<file path="src/rtl/mem_port_arbiter_pkg.sv">
// Shared encodings and helpers for the unified byte-wide memory port arbiter.
package mem_port_arbiter_pkg;

   localparam logic [31:0] ZERO_WORD     = 32'h0000_0000;
   localparam logic        WRITE_DISABLE = 1'b0;

   localparam logic [1:0] MEMW_BYTE = 2'b00;
   localparam logic [1:0] MEMW_HALF = 2'b01;
   localparam logic [1:0] MEMW_WORD = 2'b10;

   typedef enum logic [1:0] {
      ARB_IDLE = 2'd0,
      ARB_RD   = 2'd1,
      ARB_WR   = 2'd2,
      ARB_DONE = 2'd3
   } arb_state_t;

   typedef enum logic {
      OWNER_IF = 1'b0,
      OWNER_ME = 1'b1
   } owner_t;

   // Width code 2'b11 is treated as a full word.
   function automatic logic [2:0] beat_count(input logic [1:0] width);
      case (width)
         MEMW_BYTE: beat_count = 3'd1;
         MEMW_HALF: beat_count = 3'd2;
         MEMW_WORD: beat_count = 3'd4;
         default:   beat_count = 3'd4;
      endcase
   endfunction

   function automatic logic [7:0] byte_lane(input logic [31:0] word, input logic [1:0] lane);
      byte_lane = word[8*lane +: 8];
   endfunction

endpackage

</file>
<file path="src/rtl/mem_port_arbiter_if.sv">
// Request/response and memory-side signals of the shared memory port.
// slave is the arbiter's view; master is the pipeline plus RAM side.
interface mem_port_arbiter_if #(parameter int ADDR_W = 32);

   logic              if_req;
   logic [ADDR_W-1:0] if_addr;
   logic [31:0]       if_rdata;
   logic              if_done;

   logic              me_req;
   logic              me_we;
   logic [1:0]        me_width;
   logic [ADDR_W-1:0] me_addr;
   logic [31:0]       me_wdata;
   logic [31:0]       me_rdata;
   logic              me_done;

   logic [ADDR_W-1:0] mem_addr;
   logic              mem_we;
   logic [7:0]        mem_wdata;
   logic [7:0]        mem_rdata;

   logic              stall_req_if;
   logic              stall_req_me;

   modport slave (
      input  if_req, if_addr, me_req, me_we, me_width, me_addr, me_wdata, mem_rdata,
      output if_rdata, if_done, me_rdata, me_done, mem_addr, mem_we, mem_wdata,
             stall_req_if, stall_req_me
   );

   modport master (
      output if_req, if_addr, me_req, me_we, me_width, me_addr, me_wdata, mem_rdata,
      input  if_rdata, if_done, me_rdata, me_done, mem_addr, mem_we, mem_wdata,
             stall_req_if, stall_req_me
   );

endinterface

</file>
<file path="src/rtl/mem_port_arbiter_beat_seq.sv">
// Beat counter, next-beat address/write-byte select and read-byte insert for byte-serial access.
// Counter clears while clr is high and steps once per cycle while adv is high.
module mem_beat_seq
   import mem_port_arbiter_pkg::*;
#(
   parameter int ADDR_W = 32
) (
   input  logic              clk,
   input  logic              rst,
   input  logic              clr,
   input  logic              adv,
   input  logic [ADDR_W-1:0] base_addr,
   input  logic [31:0]       wdata,
   input  logic [31:0]       word_in,
   input  logic [7:0]        byte_in,
   output logic [2:0]        cnt,
   output logic [ADDR_W-1:0] nxt_addr,
   output logic [7:0]        nxt_wbyte,
   output logic [31:0]       word_out
);

   logic [1:0] nxt_lane;
   logic [1:0] cap_lane;

   always_ff @(posedge clk) begin
      if (rst || clr) begin
         cnt <= 3'd0;
      end else if (adv) begin
         cnt <= cnt + 3'd1;
      end
   end

   assign nxt_lane  = cnt[1:0] + 2'd1;
   assign cap_lane  = cnt[1:0] - 2'd1;
   assign nxt_addr  = base_addr + ADDR_W'(cnt) + ADDR_W'(1);
   assign nxt_wbyte = byte_lane(wdata, nxt_lane);

   // The first captured byte starts from zero so narrow loads come out zero-extended.
   always_comb begin
      word_out = (cnt == 3'd1) ? ZERO_WORD : word_in;
      word_out[8*cap_lane +: 8] = byte_in;
   end

endmodule

</file>
<file path="src/rtl/mem_port_arbiter.sv">
// Shares the byte-wide memory port between IF and MEM (MEM wins), splitting 1/2/4-byte accesses little-endian.
// Done pulses N+1 cycles after grant for reads, N for writes; requesters stall until their done.
module mem_port_arbiter
   import mem_port_arbiter_pkg::*;
#(
   parameter int ADDR_W = 32,
   parameter int DATA_W = 32
) (
   input logic                clk,
   input logic                rst,
   mem_port_arbiter_if.slave  bus
);

   arb_state_t        state;
   owner_t            owner;
   logic [ADDR_W-1:0] addr_q;
   logic [ADDR_W-1:0] nxt_addr;
   logic [ADDR_W-1:0] mem_addr_q;
   logic [DATA_W-1:0] wdata_q;
   logic [DATA_W-1:0] if_rdata_q;
   logic [DATA_W-1:0] me_rdata_q;
   logic [DATA_W-1:0] word_in;
   logic [DATA_W-1:0] word_out;
   logic [2:0]        nbeats;
   logic [2:0]        cnt;
   logic [7:0]        nxt_wbyte;
   logic [7:0]        mem_wdata_q;
   logic              mem_we_q;
   logic              if_done_q;
   logic              me_done_q;
   logic              seq_clr;
   logic              seq_adv;
   logic              last_rd;
   logic              last_wr;

   assign seq_clr = (state == ARB_IDLE);
   assign seq_adv = (state == ARB_RD) || (state == ARB_WR);
   assign word_in = (owner == OWNER_IF) ? if_rdata_q : me_rdata_q;
   assign last_rd = (cnt == nbeats);
   assign last_wr = (cnt == nbeats - 3'd1);

   mem_beat_seq #(.ADDR_W(ADDR_W)) u_beat_seq (
      .clk       (clk),
      .rst       (rst),
      .clr       (seq_clr),
      .adv       (seq_adv),
      .base_addr (addr_q),
      .wdata     (wdata_q),
      .word_in   (word_in),
      .byte_in   (bus.mem_rdata),
      .cnt       (cnt),
      .nxt_addr  (nxt_addr),
      .nxt_wbyte (nxt_wbyte),
      .word_out  (word_out)
   );

   always_ff @(posedge clk) begin
      if (rst) begin
         state       <= ARB_IDLE;
         owner       <= OWNER_IF;
         addr_q      <= '0;
         wdata_q     <= '0;
         nbeats      <= 3'd0;
         mem_addr_q  <= '0;
         mem_we_q    <= WRITE_DISABLE;
         mem_wdata_q <= 8'h00;
         if_rdata_q  <= '0;
         me_rdata_q  <= '0;
         if_done_q   <= 1'b0;
         me_done_q   <= 1'b0;
      end else begin
         case (state)
            ARB_IDLE: begin
               if (bus.me_req) begin
                  owner       <= OWNER_ME;
                  addr_q      <= bus.me_addr;
                  wdata_q     <= bus.me_wdata;
                  nbeats      <= beat_count(bus.me_width);
                  mem_addr_q  <= bus.me_addr;
                  mem_we_q    <= bus.me_we;
                  mem_wdata_q <= bus.me_wdata[7:0];
                  state       <= bus.me_we ? ARB_WR : ARB_RD;
               end else if (bus.if_req) begin
                  owner      <= OWNER_IF;
                  addr_q     <= bus.if_addr;
                  nbeats     <= 3'd4;
                  mem_addr_q <= bus.if_addr;
                  mem_we_q   <= WRITE_DISABLE;
                  state      <= ARB_RD;
               end
            end
            // Each byte arrives one cycle after its address, so capture lags the address by one beat.
            ARB_RD: begin
               if (cnt != 3'd0) begin
                  if (owner == OWNER_IF) if_rdata_q <= word_out;
                  else                   me_rdata_q <= word_out;
               end
               if (last_rd) begin
                  state     <= ARB_DONE;
                  if_done_q <= (owner == OWNER_IF);
                  me_done_q <= (owner == OWNER_ME);
               end else if (cnt < nbeats - 3'd1) begin
                  mem_addr_q <= nxt_addr;
               end
            end
            ARB_WR: begin
               if (last_wr) begin
                  mem_we_q  <= WRITE_DISABLE;
                  state     <= ARB_DONE;
                  if_done_q <= (owner == OWNER_IF);
                  me_done_q <= (owner == OWNER_ME);
               end else begin
                  mem_addr_q  <= nxt_addr;
                  mem_wdata_q <= nxt_wbyte;
               end
            end
            ARB_DONE: begin
               if_done_q <= 1'b0;
               me_done_q <= 1'b0;
               state     <= ARB_IDLE;
            end
            default: state <= ARB_IDLE;
         endcase
      end
   end

   assign bus.if_rdata     = if_rdata_q;
   assign bus.if_done      = if_done_q;
   assign bus.me_rdata     = me_rdata_q;
   assign bus.me_done      = me_done_q;
   assign bus.mem_addr     = mem_addr_q;
   assign bus.mem_we       = mem_we_q;
   assign bus.mem_wdata    = mem_wdata_q;
   assign bus.stall_req_if = bus.if_req & ~if_done_q;
   assign bus.stall_req_me = bus.me_req & ~me_done_q;

endmodule

</file>
<file path="src/flat_wrapper.sv">
// flat-port wrapper written by rule: the top's interface ports become plain ports
module mem_port_arbiter_flat import mem_port_arbiter_pkg::*;
#(
   parameter int ADDR_W = 32,
   parameter int DATA_W = 32
)
  (clk, rst, bus_if_req, bus_if_addr, bus_me_req, bus_me_we, bus_me_width, bus_me_addr, bus_me_wdata, bus_mem_rdata, bus_if_rdata, bus_if_done, bus_me_rdata, bus_me_done, bus_mem_addr, bus_mem_we, bus_mem_wdata, bus_stall_req_if, bus_stall_req_me);
  mem_port_arbiter_if #(.ADDR_W(ADDR_W)) bus_i ();
  input logic clk;
  input logic rst;
  input wire logic [$bits(bus_i.if_req)-1:0] bus_if_req;
  input wire logic [$bits(bus_i.if_addr)-1:0] bus_if_addr;
  input wire logic [$bits(bus_i.me_req)-1:0] bus_me_req;
  input wire logic [$bits(bus_i.me_we)-1:0] bus_me_we;
  input wire logic [$bits(bus_i.me_width)-1:0] bus_me_width;
  input wire logic [$bits(bus_i.me_addr)-1:0] bus_me_addr;
  input wire logic [$bits(bus_i.me_wdata)-1:0] bus_me_wdata;
  input wire logic [$bits(bus_i.mem_rdata)-1:0] bus_mem_rdata;
  output wire logic [$bits(bus_i.if_rdata)-1:0] bus_if_rdata;
  output wire logic [$bits(bus_i.if_done)-1:0] bus_if_done;
  output wire logic [$bits(bus_i.me_rdata)-1:0] bus_me_rdata;
  output wire logic [$bits(bus_i.me_done)-1:0] bus_me_done;
  output wire logic [$bits(bus_i.mem_addr)-1:0] bus_mem_addr;
  output wire logic [$bits(bus_i.mem_we)-1:0] bus_mem_we;
  output wire logic [$bits(bus_i.mem_wdata)-1:0] bus_mem_wdata;
  output wire logic [$bits(bus_i.stall_req_if)-1:0] bus_stall_req_if;
  output wire logic [$bits(bus_i.stall_req_me)-1:0] bus_stall_req_me;
  assign bus_i.if_req = bus_if_req;
  assign bus_i.if_addr = bus_if_addr;
  assign bus_i.me_req = bus_me_req;
  assign bus_i.me_we = bus_me_we;
  assign bus_i.me_width = bus_me_width;
  assign bus_i.me_addr = bus_me_addr;
  assign bus_i.me_wdata = bus_me_wdata;
  assign bus_i.mem_rdata = bus_mem_rdata;
  assign bus_if_rdata = bus_i.if_rdata;
  assign bus_if_done = bus_i.if_done;
  assign bus_me_rdata = bus_i.me_rdata;
  assign bus_me_done = bus_i.me_done;
  assign bus_mem_addr = bus_i.mem_addr;
  assign bus_mem_we = bus_i.mem_we;
  assign bus_mem_wdata = bus_i.mem_wdata;
  assign bus_stall_req_if = bus_i.stall_req_if;
  assign bus_stall_req_me = bus_i.stall_req_me;
  mem_port_arbiter #(.ADDR_W(ADDR_W), .DATA_W(DATA_W)) u_core (.clk(clk), .rst(rst), .bus(bus_i));
endmodule
</file>
<file path="config.mk">
export PLATFORM = sky130hd
export DESIGN_NAME = mem_port_arbiter_flat
export DESIGN_NICKNAME = d
export VERILOG_FILES = /design/src/rtl/mem_port_arbiter_pkg.sv /design/src/rtl/mem_port_arbiter_if.sv /design/src/rtl/mem_port_arbiter_beat_seq.sv /design/src/rtl/mem_port_arbiter.sv /design/src/flat_wrapper.sv
export SDC_FILE = /design/constraint.sdc
export NUM_CORES = 1
export LEC_CHECK = 0
export ABC_AREA = 1
export CAP_MARGIN = 25
export CORE_UTILIZATION = 30
export DETAILED_ROUTE_END_ITERATION = 12
export GPL_TIMING_DRIVEN = 0
export SYNTH_ARGS = -nofsm -noshare
export SYNTH_HDL_FRONTEND = slang
export SYNTH_HIERARCHICAL = 1
export SYNTH_SLANG_ARGS = --single-unit
</file>
<file path="constraint.sdc">
create_clock -name clk -period 6.3 [get_ports clk]
set_clock_uncertainty 0.1 [all_clocks]
set_input_delay 0.945 -clock clk [delete_from_list [all_inputs] [get_ports clk]]
set_output_delay 0.945 -clock clk [all_outputs]
set_load 0.02 [all_outputs]
</file>
==> reports/metrics.cfg, run 1 <==
[detailed_routing]
drtAntennaViolNets = 0
drtIter0Drc = 783
wl_per_cell_um = 16.53
drc = 0
drt_wl_total_um = 35430
avgViaCountPerCell = 4.986
vias = 10690
drtPass1Iterations = 5

[synthesis]
synthDistinctLibCells = 38
synthArstFlopShare = 0
ys_ff_latch = 180
synth-seq-area-share = 0.3698
synthesis.nets = 1621
syn_inst = 1492
yosysTopAreaCell = dfxtp_1
ys.flop_type = dfxtp_1
synth_warnings = 6
synth_edf_count = 0
yosysTopAreaCellShare = 0.3698
synthTopCellsByArea = dfxtp_1 (37%), nand2_1 (12%), o21ai_0 (11%)
syn_avg_cell_area_um2 = 6.530
synth_area_um2 = 9743

[worst_setup_path]
slowest_stage = clkdlybuf4s50_1
timing.rr.end = u_core/bus.mem_addr[24]$_SDFFE_PP0P_
crit_buf_inv = 3
path_max_fanout = 2
start_kind = input port
worstPathRequired_ps = 5250
cp_common_cell = clkdlybuf4s50_1
crit_start = bus_if_req
endpoint_kind = output port
r2r_setup_slack_ps = 3410
reg2reg_from = u_core/u_beat_seq/cnt[0]$_SDFFE_PP0P_
worst_ep_arrival_time_ps = 2260
max_stage_delay_ps = 600
path_cells = clkdlybuf4s50_1, inv_1, nor2_1, clkdlybuf4s50_1
r2r_cells = 15
worst-path-stages = 4
critical-path-top-delay-family = buffers and inverters
crit_type = input port to output port

[grt]
track_usage = 0.2106
grt_pass1_vias = 10140
grt_max_degree = 24
grt_overflow_total = 0
antenna_found_initial = 0
grt_first_pass_wirelength_um = 55070

[timing]
relSlewSlack = 0.5314
hold_viol = 0
slew_violations = 0
finalSetupViolCount = 0
fin_crit_ps = 3307
worst_slack_ps = 2993
rsz0062_at_grt = no
setup-tns-final_ps = 0
fmax_ghz = 0.3024
tightestPinTransition_ps = 702.8
layout_worst_path_cycle_share = 0.5249

[clock_network]
numCtsBuffers = 17
cts.htree.levels = 4
clockRootBuffer = clkbuf_16
worstSkewPairLatency_ps = 440
cts.sinks = 180
clock_path_buffers = 2
clk_pin_slew_ps = 80
postCtsSetupBuffers = 0
cts_tree = yes
ctsResizeCount = 0
hold_buffers = 0

[hold_path]
min_from = u_core/addr_q[0]$_SDFFE_PP0P_
min_path_cells = 2
worstHoldPathType = flip-flop to flip-flop
min_to = u_core/addr_q[0]$_SDFFE_PP0P_

[power]
p_per_area_nw_per_um2 = 414.1
ir_drop_v = 0.0001961
total_power_w = 0.005415
p_leak_nw = 5.205

[floorplanning]
io_pins = 220
die_w_um = 182.2
dieArea_um2 = 33200
start_util = 0.3072
die-height_um = 182.2
rows = 65
core_um2 = 31720

[layout]
fin_area_um2 = 13080
num_antenna_cells = 0
fin_nets = 1858
layout-drive-gt1-share = 0.05568
utilization = 0.4123
area_growth_syn_to_layout_pct = 34.21

[outcome]
status = complete, no violations

[place]
place_ws_ps = 3007
post_dp_cell_area_um2 = 12430
numPortBuffers = 218
dp_hpwl_um = 27580
place_congestion = 0.9186

[job]
max-cap-violations = 0

layout by cell type, fill, tap and decap left out, types with 22 or more instances in the layout:
master / netlist / routed
inv_1: 120 / 120
nor2_1: 224 / 224
dfxtp_1: 180 / 180
nand3_1: 52 / 52
nand2_1: 301 / 301
a21oi_1: 180 / 180
clkbuf_1: 54 / 54
o22ai_1: 22 / 22
o21ai_0: 220 / 220
clkdlybuf4s50_1: 0 / 218
buf_2: 30 / 30
routing by layer:
metal	track usage	vias up	routed length (µm)
met3	0.02874	44	2573
met5	0	-	0
met1	0.2900	4863	16110
met4	0.07092	0	779
li1	-	5375	-
met2	0.3370	407	15970
worst register-to-register path, cell delays in order (launching register included):
cell,delay (ps)
dfxtp_1,400
inv_1,170
buf_2,320
ha_1,230
inv_2,50
fa_1,400
nand3_1,120
nand2_2,140
nand2_2,160
inv_1,70
nand3b_1,80
nand2_1,80
a21oi_1,210
nand3_1,110
nand2_1,90
nor2_1,50
registers in the layout, indices dropped and copies added (netlist names):
register	count
u_core/bus.if_done	1
u_core/bus.me_rdata	32
u_core/owner	1
u_core/bus.mem_wdata	8
u_core/bus.if_rdata	32
u_core/wdata_q	32
u_core/state	2
u_core/nbeats	3
u_core/u_beat_seq/cnt	3
u_core/bus.mem_we	1
u_core/addr_q	32
u_core/bus.mem_addr	32
u_core/bus.me_done	1
synth_stat cells (3+ instances only):
cell,n
clkbuf_1,54
inv_1,120
o22ai_1,22
dfxtp_1,180
o31ai_1,8
nand2_2,3
nor2_1,224
nor2_2,5
a22oi_1,8
a21oi_1,180
nand3_2,3
nand3_1,52
inv_2,4
buf_4,3
nand3b_1,13
buf_6,3
nand2_1,301
xor2_1,8
xnor2_1,7
nor2_4,6
o21ai_0,220
nand4_1,4
ha_1,17
buf_2,30
cell type report:
type | count | area, µm²
clock buffer | 17 | 425.4
inverter | 124 | 465.4
fill | 3366 | 18640
tap | 402 | 503.0
buffer | 92 | 417.9
sequential | 180 | 3603
clock inverter | 15 | 222.7
timing repair buffer | 218 | 2182
multi-input combinational | 1096 | 5256
power by group:
group / switching, W / internal (W) / leakage [nW] / total, W
logic: 0.00159 / 0.000961 / 3.42 / 0.00255
registers: 0.000248 / 0.00146 / 1.48 / 0.00171
clock network: 0.000593 / 0.000563 / 0.311 / 0.00116
total: 0.00243 / 0.00298 / 5.21 / 0.00542
stage by stage:
step / hold slack, ps / instances
floorplan: 323.7 / 1492
finish: 351.3 / 2144
CTS: 354.2 / 2144
detailed placement: 342.7 / 2112
global route: 384.3 / 2144
global placement: 335.9 / 2112
kinds of logic after synthesis:
family / after synthesis / synth area share
compound gates: 443 / 0.2353
xor+xnor: 15 / 0.01348
fa+ha+maj: 18 / 0.02389
buf+inv: 216 / 0.09066
flops: 180 / 0.3698
simple gates: 620 / 0.2669
worst max path at each step:
stage,endpoint
floorplan,bus_stall_req_me
finish,bus_stall_req_if
global placement,bus_stall_req_if
global route,bus_stall_req_if
CTS,bus_stall_req_if
detailed placement,bus_stall_req_if
Note: power is estimated with default switching activity, not from simulation.
==> run 2, diff against run 1 <==
- clock period: 6.3 -> 3 ns (I/O delays scaled with it)
==> run 2 against run 1 <==
Global-route usage unchanged. Core utilization barely moved. Via count about the same. Combinational power grew 110%. Sequential share of layout area hardly changed. Count of clock-buffer cells in the layout stayed put. First-iteration DRC count up 0.13%. Worst setup slack worse by 2800 ps. Sequential power increased by 110%. Final cell count did not move. Critical path type is now flip-flop to flip-flop.
==> reports/metrics.cfg, run 2 (synthesis results as in run 1) <==
[worst_setup_path]
worst_ep_arrival_time_ps = 3070
path_max_fanout = 12
start_kind = flip-flop
worstPathRequired_ps = 3240
endpoint_kind = flip-flop
crit_type = flip-flop to flip-flop

[power]
clkPwrFrac = 0.213
sequentialPowerShare = 0.316
intPower_w = 0.006270
switchingPower_w = 0.005105
switching_share = 0.4488
ir_drop_v = 0.0004119
combPwrFrac = 0.471
p_leak_nw = 5.207
p_per_area_nw_per_um2 = 869.7

[detailed_routing]
vias = 10680
avgViaCountPerCell = 4.983
wl_per_cell_um = 16.52
drtIter0Drc = 784
drc = 0
drt_wl_total_um = 35420
drtPass1Iterations = 5
drtAntennaViolNets = 0

[timing]
slew_violations = 0
hold_viol = 0
finalSetupViolCount = 0
relSlewSlack = 0.5312
tightestPinTransition_ps = 703.2
fmax_ghz = 0.3525
rsz0062_at_grt = no
setup-tns-final_ps = 0
fin_crit_ps = 2837
timing.hold.ws_ps = 351.3
layout_worst_path_cycle_share = 0.9457
worst_slack_ps = 163.0

[hold_path]
worstHoldPathType = flip-flop to flip-flop

[clock_network]
numCtsBuffers = 17
clk_pin_slew_ps = 80
hold_buffers = 0
cts_tree = yes
cts.htree.levels = 4
clock_path_buffers = 2
clockRootBuffer = clkbuf_16
worstSkewPairLatency_ps = 440
cts.sinks = 180

[floorplanning]
die_w_um = 182.2
core_um2 = 31720
dieArea_um2 = 33200
io_pins = 220
rows = 65
start_util = 0.3072
die-height_um = 182.2

[layout]
utilization = 0.4123
layout_commonest_cell = nand2_1
area_growth_syn_to_layout_pct = 34.24
layout_common_cells = nand2_1 (301), nor2_1 (224), o21ai_0 (220), clkdlybuf4s50_1 (218)
fin_nets = 1858
fillerInstances = 3366
layout-drive-gt1-share = 0.05568
num_antenna_cells = 0
layout.cells.non_filler = 2144

[grt]
grt_overflow_total = 0
grt_pass1_vias = 10140
grt_first_pass_wirelength_um = 55070
track_usage = 0.2106
antenna_found_initial = 0
grt_max_degree = 24

[place]
dp_hpwl_um = 27580
place_inst = 2112
place_ws_ps = 201.7
place_congestion = 0.9186
numPortBuffers = 218

[job]
max-cap-violations = 0

[outcome]
status = complete, no violations

[run 2: changes by cell type in the layout (fill, tap and decap cells not counted), sizes merged]
cell	previous run	this run
clkbuf	72	73
buf	37	36
[run 2: timing repair]
item	in CTS	in global routing
buffers inserted	0	0
hold endpoints to repair	0	0
endpoints found under the setup margin	0	2
resized for setup	0	1
[run 2: layout make-up]
type,instances,area [µm²],area share
sequential,180,3603,0.2755
tap,402,503.0,0.03846
inverter,124,465.4,0.03559
buffer,92,420.4,0.03214
timing repair buffer,218,2182,0.1668
clock buffer,17,425.4,0.03253
multi-input combinational,1096,5256,0.4019
clock inverter,15,222.7,0.01703
[run 2: power by group through the flow]
stage | Combinational (W) | Clock (W) | Sequential, W
2_1_floorplan | 0.00291 | 0 | 0.00396
3_3_place_gp | 0.00527 | 0 | 0.00363
3_5_place_dp | 0.00531 | 0 | 0.00364
4_1_cts | 0.00533 | 0.00249 | 0.00360
5_1_grt | 0.00593 | 0.00256 | 0.00368
6_report | 0.00536 | 0.00243 | 0.00359
[run 2: layer usage]
metal / track usage / vias to the layer above / wire [µm]
li1: - / 5376 / -
met1: 0.2900 / 4860 / 16180
met2: 0.3370 / 405 / 15930
met3: 0.02874 / 43 / 2552
met4: 0.07092 / 0 / 759
met5: 0 / - / 0
[run 2: metrics by stage]
stage | power (W) | instance area, µm²
floorplan | 0.006861 | 9743
global route | 0.01217 | 13080
global placement | 0.008903 | 12430
detailed placement | 0.008950 | 12430
finish | 0.01137 | 13080
CTS | 0.01142 | 13080
[run 2: critical path, cell delays in order, from the launching register on]
cell and delay [ps]:
dfxtp_1 500, inv_1 150, clkbuf_4 250, ha_1 250, inv_2 60, fa_1 200
nand3_1 100, nand2_2 190, nand2_4 90, nor2_2 190, nand2_1 70, nand2_1 60
nand2_1 60, a21oi_1 240, nand3_1 110, nand2_1 70, nor2_1 40
[run 2: path summary, 6_finish.rpt]
kind                                                            start                                    to  slack (ps)  cells after the start
worst max-delay path            u_core/u_beat_seq/cnt[0]$_SDFFE_PP0P_  u_core/bus.mem_addr[30]$_SDFFE_PP0P_         160                     16
worst min-delay path                    u_core/addr_q[0]$_SDFFE_PP0P_         u_core/addr_q[0]$_SDFFE_PP0P_         350                      2
worst max register to register  u_core/u_beat_seq/cnt[0]$_SDFFE_PP0P_  u_core/bus.mem_addr[30]$_SDFFE_PP0P_         160                     16
worst min register to register          u_core/addr_q[0]$_SDFFE_PP0P_         u_core/addr_q[0]$_SDFFE_PP0P_         350                      2
==> run 3, diff against run 2 <==
- CELL_PAD_IN_SITES_DETAIL_PLACEMENT: unset -> 1
- CELL_PAD_IN_SITES_GLOBAL_PLACEMENT: unset -> 1
- PLACE_DENSITY_LB_ADDON: unset -> 0.1
==> run 3 against run 2 <==
Combinational power increased by 1%. Sequential share of layout area rose by 0.084 points. Die area stayed put. Cell area fell by 0.27%. Core utilization down 0.11 points. Final cell count hardly changed. Critical path type unchanged.
==> reports/metrics.cfg, run 3 (synthesis results as in run 1) <==
[worst_setup_path]
endpoint_kind = flip-flop
start_kind = flip-flop
slowest_stage = fa_1
r2r_setup_slack_ps = 220
worst_ep_arrival_time_ps = 3020
crit_type = flip-flop to flip-flop
path_cells = inv_1, buf_2, ha_1, inv_2, fa_1, nand3_1, nand2_2, nand2_4, nor2_4, nand3b_1, nand2_1, a21oi_1, nand3_1, nand2_1, nor2_1
worstPathRequired_ps = 3240
max_stage_delay_ps = 390
path_max_fanout = 12

[floorplanning]
start_util = 0.3072
dieArea_um2 = 33200
rows = 65
io_pins = 220
die_w_um = 182.2
die-height_um = 182.2
core_um2 = 31720

[timing]
tightestPinTransition_ps = 645.3
fin_crit_ps = 2781
finalSetupViolCount = 0
setup-tns-final_ps = 0
fmax_ghz = 0.3596
layout_worst_path_cycle_share = 0.9270
relSlewSlack = 0.5698
slew_violations = 0
hold_viol = 0
rsz0062_at_grt = no

[detailed_routing]
drtPass1Iterations = 5
avgViaCountPerCell = 4.960
drtAntennaViolNets = 0
drc = 0
drt_wl_total_um = 37290
drtIter0Drc = 597
vias = 10640
wl_per_cell_um = 17.38

[job]
max-cap-violations = 0

[place]
place_inst = 2112
numPortBuffers = 218
place_congestion = 0.8674
dp_hpwl_um = 29070

[clock_network]
clk_pin_slew_ps = 70
clockRootBuffer = clkbuf_16
cts.htree.levels = 4
numCtsBuffers = 17
worstSkewPairLatency_ps = 440
postCtsSetupBuffers = 0
clock_path_buffers = 2
cts_tree = yes
cts.sinks = 180

[layout]
area_growth_syn_to_layout_pct = 33.88
layout_commonest_cell = nand2_1
fin_nets = 1858
layout.cells.non_filler = 2145
layout-drive-gt1-share = 0.05626
fillerInstances = 4083
layout_common_cells = nand2_1 (301), nor2_1 (224), o21ai_0 (220), clkdlybuf4s50_1 (218), a21oi_1 (180)

[grt]
grt_max_degree = 20
grt_util_met3 = 0.03792
grt.busiest_layer = met2
antenna_found_initial = 2
track_usage = 0.2266
grt_first_pass_wirelength_um = 58910
grt_pass1_vias = 10550
grt_util_met1 = 0.3257
grt_overflow_total = 0
use_met2 = 0.3528

[power]
p_per_area_nw_per_um2 = 869.6
p_leak_nw = 5.190
ir_drop_v = 0.0004451
total_power_w = 0.01134

[outcome]
status = complete, no violations

[hold_path]
worstHoldPathType = flip-flop to flip-flop

[run 3: critical path: cells and delay by family, from the launching register on]
family,cells,cell delay [ps]
buffers and inverters,3,510
and+or+nand+nor,9,820
AOI/OAI and AO/OA,1,270
DFF,1,370
adders and majority gates,2,610
[run 3: cell type report]
cell class | count | area [µm²] | area share
Clock inverter | 15 | 181.4 | 0.01391
Timing Repair Buffer | 218 | 2182 | 0.1673
Multi-Input combinational cell | 1096 | 5261 | 0.4034
Inverter | 124 | 465.4 | 0.03568
Tap cell | 402 | 503.0 | 0.03856
Buffer | 92 | 417.9 | 0.03204
Antenna cell | 1 | 2.502 | 0.0001918
Clock buffer | 17 | 425.4 | 0.03261
Sequential cell | 180 | 3605 | 0.2764
[run 3: repair_timing]
item / 4_1_cts / 5_1_grt
hold buffers: 0 / 0
setup endpoints to repair: 0 / 3
gates resized for setup: 0 / 2
[run 3: layer usage]
metal  share of wire  vias to the layer above  routed length, µm
met1            0.51                     4988              18960
met4           0.011                        2                400
met3           0.049                       28               1820
met5         0.00035                        -                 13
li1                -                     5371                  -
met2            0.43                      250              16090
[run 3: worst paths after layout]
check | to | start | cells after the start
worst max-delay path | u_core/bus.mem_addr[30]$_SDFFE_PP0P_ | u_core/u_beat_seq/cnt[0]$_SDFFE_PP0P_ | 15
worst min-delay path | u_core/addr_q[0]$_SDFFE_PP0P_ | u_core/addr_q[0]$_SDFFE_PP0P_ | 2
worst max register to register | u_core/bus.mem_addr[30]$_SDFFE_PP0P_ | u_core/u_beat_seq/cnt[0]$_SDFFE_PP0P_ | 15
worst min register to register | u_core/addr_q[0]$_SDFFE_PP0P_ | u_core/addr_q[0]$_SDFFE_PP0P_ | 2
[run 3: through the flow]
step	worst slack, ps	cell area (µm²)	hold WS (ps)	utilization
global route	22.09	13040	380.9	0.4112
detailed placement	197.6	12430	350.2	0.3918
CTS	162.2	13040	360.2	0.4110
finish	219.1	13040	360.1	0.4112
floorplan	739.6	9743	323.7	-
global placement	215.8	12430	336.4	0.3918
[run 3: power breakdown]
part,switching [W],leakage [nW],internal [W]
logic,0.00340,3.42,0.00202
clock network,0.00114,0.295,0.00120
registers,0.000516,1.48,0.00307
total,0.00506,5.19,0.00629
